<file path="src/rtl/pwm_pkg.sv">
// rtl/pwm_pkg.sv - shared constants, types and compare helper for the PWM peripheral
// Purpose: common sizing for pwm_timebase and pwm_peripheral.
// Contents: PWM_STEPS, DUTY_W, NUM_OUT, DUTY_FULL, PRESCALE_DEFAULT,
//           duty_t / pin_vec_t, pwm_level().
package pwm_pkg;

  localparam int unsigned PWM_STEPS        = 256;
  localparam int unsigned DUTY_W           = 8;
  localparam int unsigned NUM_OUT          = 16;
  localparam logic [7:0]  DUTY_FULL        = 8'hFF;
  localparam int unsigned PRESCALE_DEFAULT = 13;

  typedef logic [DUTY_W-1:0]  duty_t;
  typedef logic [NUM_OUT-1:0] pin_vec_t;

  // 0xFF is treated as "always on" so full duty has no one-step low gap.
  function automatic logic pwm_level(input duty_t cnt, input duty_t duty);
    return (duty == DUTY_FULL) || (cnt < duty);
  endfunction

endpackage

</file>
<file path="src/rtl/pwm_timebase.sv">
// rtl/pwm_timebase.sv - prescaler and 8-bit step counter for the PWM period
// Purpose: divides clk by PRESCALE into step ticks and counts 256 steps per period.
// Ports:
//   clk, rst_n       clock, asynchronous active-low reset
//   step_cnt_o       current step within the period (0..255)
//   step_tick_o      1 on the last prescaler cycle of each step
//   period_start_o   1 on the step tick that wraps the counter 255 -> 0
module pwm_timebase
  import pwm_pkg::*;
#(
  parameter int unsigned PRESCALE = PRESCALE_DEFAULT
) (
  input  logic              clk,
  input  logic              rst_n,
  output logic [DUTY_W-1:0] step_cnt_o,
  output logic              step_tick_o,
  output logic              period_start_o
);

  localparam logic [15:0] PRESC_LAST = 16'(PRESCALE - 1);

  logic [15:0]       presc_q, presc_d;
  logic [DUTY_W-1:0] cnt_q, cnt_d;
  logic              step_tick;

  assign step_tick = (presc_q == PRESC_LAST);

  always_comb begin
    presc_d = step_tick ? 16'd0 : presc_q + 16'd1;
    cnt_d   = step_tick ? cnt_q + 8'd1 : cnt_q;
  end

  always_ff @(posedge clk or negedge rst_n) begin
    if (!rst_n) begin
      presc_q <= '0;
      cnt_q   <= '0;
    end else begin
      presc_q <= presc_d;
      cnt_q   <= cnt_d;
    end
  end

  assign step_cnt_o     = cnt_q;
  assign step_tick_o    = step_tick;
  assign period_start_o = step_tick && (cnt_q == 8'hFF);

endmodule

</file>
<file path="src/rtl/pwm_peripheral.sv">
// rtl/pwm_peripheral.sv - 16-pin output driver: forced low, static high or shared PWM
// Purpose: combines output/PWM enables with one shared PWM waveform into registered pins.
// Config macro: PWM_SYNC_UPDATE_EN - when defined, the duty value is shadowed and only
//   loaded at a period boundary; when undefined, the duty input drives the compare directly.
// Ports:
//   clk, rst_n                         clock, asynchronous active-low reset
//   en_reg_out_7_0 / en_reg_out_15_8   output enables, pins 7..0 / 15..8
//   en_reg_pwm_7_0 / en_reg_pwm_15_8   PWM selects, pins 7..0 / 15..8
//   pwm_duty_cycle                     shared duty value
//   out                                registered pin drive, out[i] <-> enable bit i
module pwm_peripheral
  import pwm_pkg::*;
#(
  parameter int unsigned PRESCALE = PRESCALE_DEFAULT
) (
  input  logic               clk,
  input  logic               rst_n,
  input  logic [7:0]         en_reg_out_7_0,
  input  logic [7:0]         en_reg_out_15_8,
  input  logic [7:0]         en_reg_pwm_7_0,
  input  logic [7:0]         en_reg_pwm_15_8,
  input  logic [DUTY_W-1:0]  pwm_duty_cycle,
  output logic [NUM_OUT-1:0] out
);

  pin_vec_t en_out;
  pin_vec_t en_pwm;
  duty_t    step_cnt;
  duty_t    duty_active;
  logic     period_start;
  logic     unused_step_tick;
  logic     pwm;
  pin_vec_t out_q, out_d;

  assign en_out = {en_reg_out_15_8, en_reg_out_7_0};
  assign en_pwm = {en_reg_pwm_15_8, en_reg_pwm_7_0};

  pwm_timebase #(
    .PRESCALE (PRESCALE)
  ) u_timebase (
    .clk            (clk),
    .rst_n          (rst_n),
    .step_cnt_o     (step_cnt),
    .step_tick_o    (unused_step_tick),
    .period_start_o (period_start)
  );

`ifdef PWM_SYNC_UPDATE_EN
  // Shadow register: a mid-period write waits for the wrap so no runt pulse appears.
  duty_t duty_q, duty_d;

  always_comb begin
    duty_d = duty_q;
    if (period_start) begin
      duty_d = pwm_duty_cycle;
    end
  end

  always_ff @(posedge clk or negedge rst_n) begin
    if (!rst_n) begin
      duty_q <= '0;
    end else begin
      duty_q <= duty_d;
    end
  end

  assign duty_active = duty_q;
`else
  logic unused_period_start;

  assign duty_active         = pwm_duty_cycle;
  assign unused_period_start = period_start;
`endif

  assign pwm = pwm_level(step_cnt, duty_active);

  // Disabled pins are low; enabled pins are high unless PWM-selected.
  always_comb begin
    out_d = en_out & (~en_pwm | {NUM_OUT{pwm}});
  end

  always_ff @(posedge clk or negedge rst_n) begin
    if (!rst_n) begin
      out_q <= '0;
    end else begin
      out_q <= out_d;
    end
  end

  assign out = out_q;

endmodule

</file>
<file path="config.mk">
export PLATFORM = sky130hd
export DESIGN_NAME = pwm_peripheral
export DESIGN_NICKNAME = d
export VERILOG_FILES = /design/src/rtl/pwm_pkg.sv /design/src/rtl/pwm_timebase.sv /design/src/rtl/pwm_peripheral.sv
export SDC_FILE = /design/constraint.sdc
export NUM_CORES = 1
export LEC_CHECK = 0
export BUFFER_PORTS_ARGS = -buffer_cell sky130_fd_sc_hd__buf_2
export CAP_MARGIN = 0
export CELL_PAD_IN_SITES_DETAIL_PLACEMENT = 1
export CELL_PAD_IN_SITES_GLOBAL_PLACEMENT = 2
export CORE_UTILIZATION = 33
export DETAILED_ROUTE_END_ITERATION = 16
export PLACE_DENSITY = 0.78
export SLEW_MARGIN = 20
export SYNTH_ARGS = -nofsm -noshare
export SYNTH_HDL_FRONTEND = slang
export SYNTH_SLANG_ARGS = --single-unit
</file>
<file path="constraint.sdc">
create_clock -name clk -period 2.1 [get_ports clk]
set_input_delay 0.42 -clock clk [delete_from_list [all_inputs] [get_ports clk]]
set_output_delay 0.42 -clock clk [all_outputs]
set_load 0.01 [all_outputs]
</file>
==> impl_metrics.yaml, run 1 <==
sta:
  final_hold_viol_count: 0
  setup_ws_ns: 0.309
  slew_viol_final: 0
  final.setup_skew_ns: 0.00297
  fmax_mhz: 558
  max_slew.worst_pin.slew_ns: 0.509
  finalSetupTns_ns: 0
  slew-limit-headroom_pct: 66.1
  period_needed_ns: 1.79
  rsz0062_at_grt: "false"
  setup_viol: 0
  post-route-period-util_pct: 85.3
routing:
  drt-met1-wl_um: 1750
  final_antenna_net_count: 0
  drt_first_pass_iters: 5
  drt_iter0_markers: 41
  top_layer: "met4"
  wirelength_um: 3830
  drc: 0
  vias_per_cell: 4.65
  routedWlPerCell_um: 13.1
  num_vias: 1358
  met2_length_um: 1790
  met3_length_um: 253
die:
  die-area_sq_mm: 0.00628
  fp.dieH_um: 79.3
  start_util_pct: 34.9
  die_width_um: 79.3
  core_sq_mm: 0.00564
  ioPinCount: 58
  rows: 27
synth:
  avgSynthCellArea_sq_um: 12.8
  synth_cell_types: 35
  synthCells: 154
  synth_edf_count: 0
  yosys_most_used_dff: "dfrtp_1"
  ys_seq_area_share_pct: 50.8
  ys_warn_count: 0
  synthArstFlopShare_pct: 100
  ys_ff_latch: 40
  synth_area_sq_mm: 0.00197
  synth_nets: 206
min_path:
  hp-class: "in -> async"
placement:
  port_buffers: 57
  place.gp.congestion: 0.741
  hpwl_um: 3000
  place_inst: 284
  post-place-ws_ns: 0.152
pwr:
  p_leak_nw: 1.20
  p_per_area_mw_per_mm2: 579
  ir_drop_v: 0.000376
global_route:
  grtUsageTotal_pct: 14.2
  grt_overflow_total: 0
  grt_max_degree: 41
  grt_first_pass_wirelength_um: 6890
  grt_pass1_vias: 1471
  antenna_found_initial: 0
final_layout:
  final_common_cell: "buf_2"
  drive_above_1_share_pct: 42.3
  finalNonFillerCells: 292
  ff_latch_area_sq_mm: 0.00100
  diodes: 0
  n_fill_cell: 617
  area_delta_synth_final_pct: 24.4
  multi_input_area_sq_um: 908
  mostFrequentLayoutCells: "buf_2 (57), dfrtp_1 (40), xnor2_1 (11)"
  nNetsFinal: 271
setup_path:
  rrSetupSlack_ns: 0.31
  cp.required_ns: 2.30
  worstPathArrival_ns: 1.99
  reg2reg_from: "u_timebase.step_cnt_o[6]"
  worstSetupStartpoint: "u_timebase.step_cnt_o[6]"
  cp-endpoint: "out[1]"
  r2r_cells: 6
  crit_path_end_kind: "flop"
  r2r_end: "out[1]"
  crit_path_start_kind: "flop"
  critPathKind: "reg -> reg"
  cp_max_fo: 16
cts:
  postCtsHoldBufs: 0
  cts_buffer_depth: 2
  htreeDepth: 2
  cts.sinks: 40
  root_buffer: "clkbuf_8"
  path_clk_slew_ns: 0.07
  cts_resized: 0
  cts_setup_buffers: 0
  clkLatencyLatePin_ns: 0.28
  cts_inserted_buffers: 5
  cts_tree: "yes"
status:
  status: "finished, final reports clean"
job:
  drv_cap: 0
report_power, final:
part | internal (W) | switching [W] | total (W)
logic | 0.0000584 | 0.0000572 | 0.000116
clock network | 0.000262 | 0.000251 | 0.000513
registers | 0.000786 | 0.00000387 | 0.000789
through the flow:
| stage | hold slack, ns | total power, W | util, % | instance area (sq um) |
|---|---|---|---|---|
| finish | 0.175 | 0.00142 | 43.4 | 2450 |
| CTS | 0.196 | 0.00145 | 43.4 | 2450 |
| global placement | 0.462 | 0.000922 | 41.8 | 2360 |
| floorplan | 0.124 | 0.000844 | - | 1970 |
| detailed placement | 0.467 | 0.000924 | 41.8 | 2360 |
| global route | 0.239 | 0.00149 | 43.4 | 2450 |
sequential cells by signal, summed over array words and instances, names as in the netlist:
| name | count |
|---|---|
| u_timebase.step_cnt_o | 8 |
| u_timebase.presc_q | 16 |
| out | 16 |
synth_stat cells (all sizes together) (2+ instances only):
library cell | instances | area [sq um]
and4 | 4 | 41.3
dfrtp | 40 | 1000
nor2 | 9 | 33.8
nand4 | 8 | 80.1
and3 | 3 | 20.0
nor4 | 2 | 33.8
a21boi | 16 | 158
inv | 10 | 37.5
xor2 | 9 | 78.8
nand2 | 6 | 22.5
ha | 10 | 125
xnor2 | 12 | 113
buf | 2 | 22.5
nand3 | 7 | 40.0
nor3 | 4 | 20.0
metal layers:
metal  vias to the layer above  GRT usage (%)
met4                         0           3.82
met5                         -              0
met3                         3           4.14
met1                       646           19.3
li1                        668              -
met2                        41           22.1
worst max-delay path, cell delays in order (launching register included):
cell and delay (ns):
dfrtp_1 0.42, ha_1 0.32, a41o_1 0.25, a21oi_1 0.20, o32ai_4 0.14, buf_12 0.17
a21boi_0 0.20
logic make-up (layout without fill, tap and decap cells):
kind of cell	count (synthesis)	count (layout)	share of synthesized area, %
simple gates	47	47	16.9
mux	1	1	0.572
xor+xnor	21	21	9.72
flops	40	40	50.8
compound gates	23	23	12.6
buf+inv	12	78	3.05
fa+ha+maj	10	10	6.35
how the worst min path moves through the flow:
stage / startpoint / to / slack [ns] / depth (start not counted)
floorplan: rst_n / out[0] / 0.12 / 0
global placement: u_timebase.presc_q[15] / u_timebase.presc_q[15] / 0.46 / 1
detailed placement: u_timebase.presc_q[15] / u_timebase.presc_q[15] / 0.47 / 1
CTS: rst_n / u_timebase.presc_q[13] / 0.20 / 2
global route: rst_n / u_timebase.presc_q[11] / 0.24 / 2
finish: rst_n / u_timebase.presc_q[11] / 0.18 / 2
area by class of cell:
class,instances,share of cell area [%]
inverters,10,1.53
clock buffers,6,3.37
multi-input cells,102,37.1
well taps,72,3.68
repair buffers,60,13.1
flip-flops and latches,40,40.9
clock inverters,2,0.409
Power figures use the tool's default switching activity.
==> run 2, diff against run 1 <==
PLACE_DENSITY = 0.83   (was 0.78)
==> run 2 against run 1 <==
Net effect:
- via count rose by 1.5%
- sequential share of layout area rose by 0.25 points
- worst setup slack improved by 0.038 ns
- power fell by 2.3%
- sequential cell count did not move
- hold slack improved by 0.017 ns
- cell area fell by 0.61%
- sequential power barely moved
- core utilization fell by 0.27 points
- critical path type unchanged
==> impl_metrics.yaml, run 2 (synthesis results as in run 1) <==
global_route:
  grt_pass1_vias: 1449
  antenna_found_initial: 0
  grt_max_degree: 41
  grt_overflow_total: 0
  grt_first_pass_wirelength_um: 6960
  grtUsageTotal_pct: 14.3
setup_path:
  cp_max_fo: 16
  path_delay_family: "compound AO/OA/AOI/OAI gates"
  path_buf_inv: 1
  critPathKind: "reg -> reg"
  path_depth: 6
  r2r_cells: 6
  r2r_end: "out[3]"
  crit_slowest_cell: "dfrtp_1"
  reg2reg_from: "u_timebase.step_cnt_o[6]"
  cp.required_ns: 2.27
  rrSetupSlack_ns: 0.35
  crit_path_end_kind: "flop"
  cpPeakStageDelay_ns: 0.41
  crit_chain: "ha_1 -> and4_1 -> o21ai_1 -> o32ai_4 -> buf_12 -> a21boi_0"
  crit_path_start_kind: "flop"
  worstPathArrival_ns: 1.92
final_layout:
  ff_latch_area_sq_mm: 0.00100
  diodes: 0
  utilization_pct: 43.2
  drive_above_1_share_pct: 41.6
  n_fill_cell: 639
  area_delta_synth_final_pct: 23.6
  final_common_cell: "buf_2"
  multi_input_area_sq_um: 908
  nNetsFinal: 271
  mostFrequentLayoutCells: "buf_2 (57), dfrtp_1 (40), xnor2_1 (11)"
routing:
  num_vias: 1379
  vias_per_cell: 4.74
  final_antenna_net_count: 0
  wirelength_um: 3990
  drt_iter0_markers: 69
  routedWlPerCell_um: 13.7
  drt_first_pass_iters: 3
  drc: 0
sta:
  slew-limit-headroom_pct: 65.4
  fmax_mhz: 570
  rsz0062_at_grt: "false"
  finalSetupTns_ns: 0
  period_needed_ns: 1.75
  post-route-period-util_pct: 83.5
  setup_ws_ns: 0.347
  hold_ws_ns: 0.193
  slew_viol_final: 0
  max_slew.worst_pin.slew_ns: 0.519
  final_hold_viol_count: 0
  setup_viol: 0
  final.setup_skew_ns: 0.00863
cts:
  htreeDepth: 2
  cts.sinks: 40
  cts_setup_buffers: 0
  root_buffer: "clkbuf_8"
  cts_inserted_buffers: 5
  cts_resized: 0
  path_clk_slew_ns: 0.08
  postCtsHoldBufs: 0
  cts_tree: "yes"
  clkLatencyLatePin_ns: 0.29
  cts_buffer_depth: 2
die:
  core_sq_mm: 0.00564
  die_width_um: 79.3
  rows: 27
  die-area_sq_mm: 0.00628
  fp.dieH_um: 79.3
  ioPinCount: 58
  start_util_pct: 34.9
placement:
  hpwl_um: 3060
  place.gp.congestion: 0.693
  post-place-ws_ns: 0.193
  port_buffers: 57
pwr:
  ir_drop_v: 0.000280
  p_per_area_mw_per_mm2: 569
  p_leak_nw: 1.19
min_path:
  hp-class: "in -> async"
status:
  status: "finished, final reports clean"
job:
  drv_cap: 0
==> run 2: cell types whose count changed in the layout (fill, tap and decap cells not counted) <==
cell / previous run / this run
clkbuf_1: 0 / 1
clkbuf_8: 6 / 5
clkinv_2: 2 / 1
==> run 2: power breakdown <==
group / internal, W / switching [W]
sequential: 0.000785 / 0.00000351
clock: 0.000226 / 0.000254
combinational: 0.0000583 / 0.0000588
total: 0.00107 / 0.000316
==> run 2: per-layer routing <==
metal	global-route usage, %	vias up	wire length (um)
met5	0	-	0
met4	3.27	0	27
met3	4.37	5	241
met2	22.4	43	1800
met1	19.3	664	1910
li1	-	667	-
==> run 2: stage by stage <==
stage / instance area, sq um / total power, W / cells
6_report: 2430 / 0.00139 / 291
3_3_place_gp: 2360 / 0.000922 / 284
4_1_cts: 2430 / 0.00141 / 291
5_1_grt: 2430 / 0.00145 / 291
3_5_place_dp: 2360 / 0.000925 / 284
2_1_floorplan: 1970 / 0.000844 / 154
==> run 2: worst max path at each step <==
stage / start / to / slack [ns]
after floorplan: pwm_duty_cycle[6] / out[10] / 0.37
after global placement: pwm_duty_cycle[6] / out[3] / 0.26
after detailed placement: pwm_duty_cycle[6] / out[15] / 0.19
after CTS: u_timebase.step_cnt_o[6] / out[15] / 0.31
after global routing: u_timebase.step_cnt_o[6] / out[3] / 0.22
final: u_timebase.step_cnt_o[6] / out[3] / 0.35
==> run 2: layout make-up <==
cell class,instances,share of cell area [%]
clock buffers,6,2.98
clock inverters,1,0.206
inverters,10,1.54
multi-input cells,102,37.3
flip-flops and latches,40,41.1
well taps,72,3.70
repair buffers,60,13.2
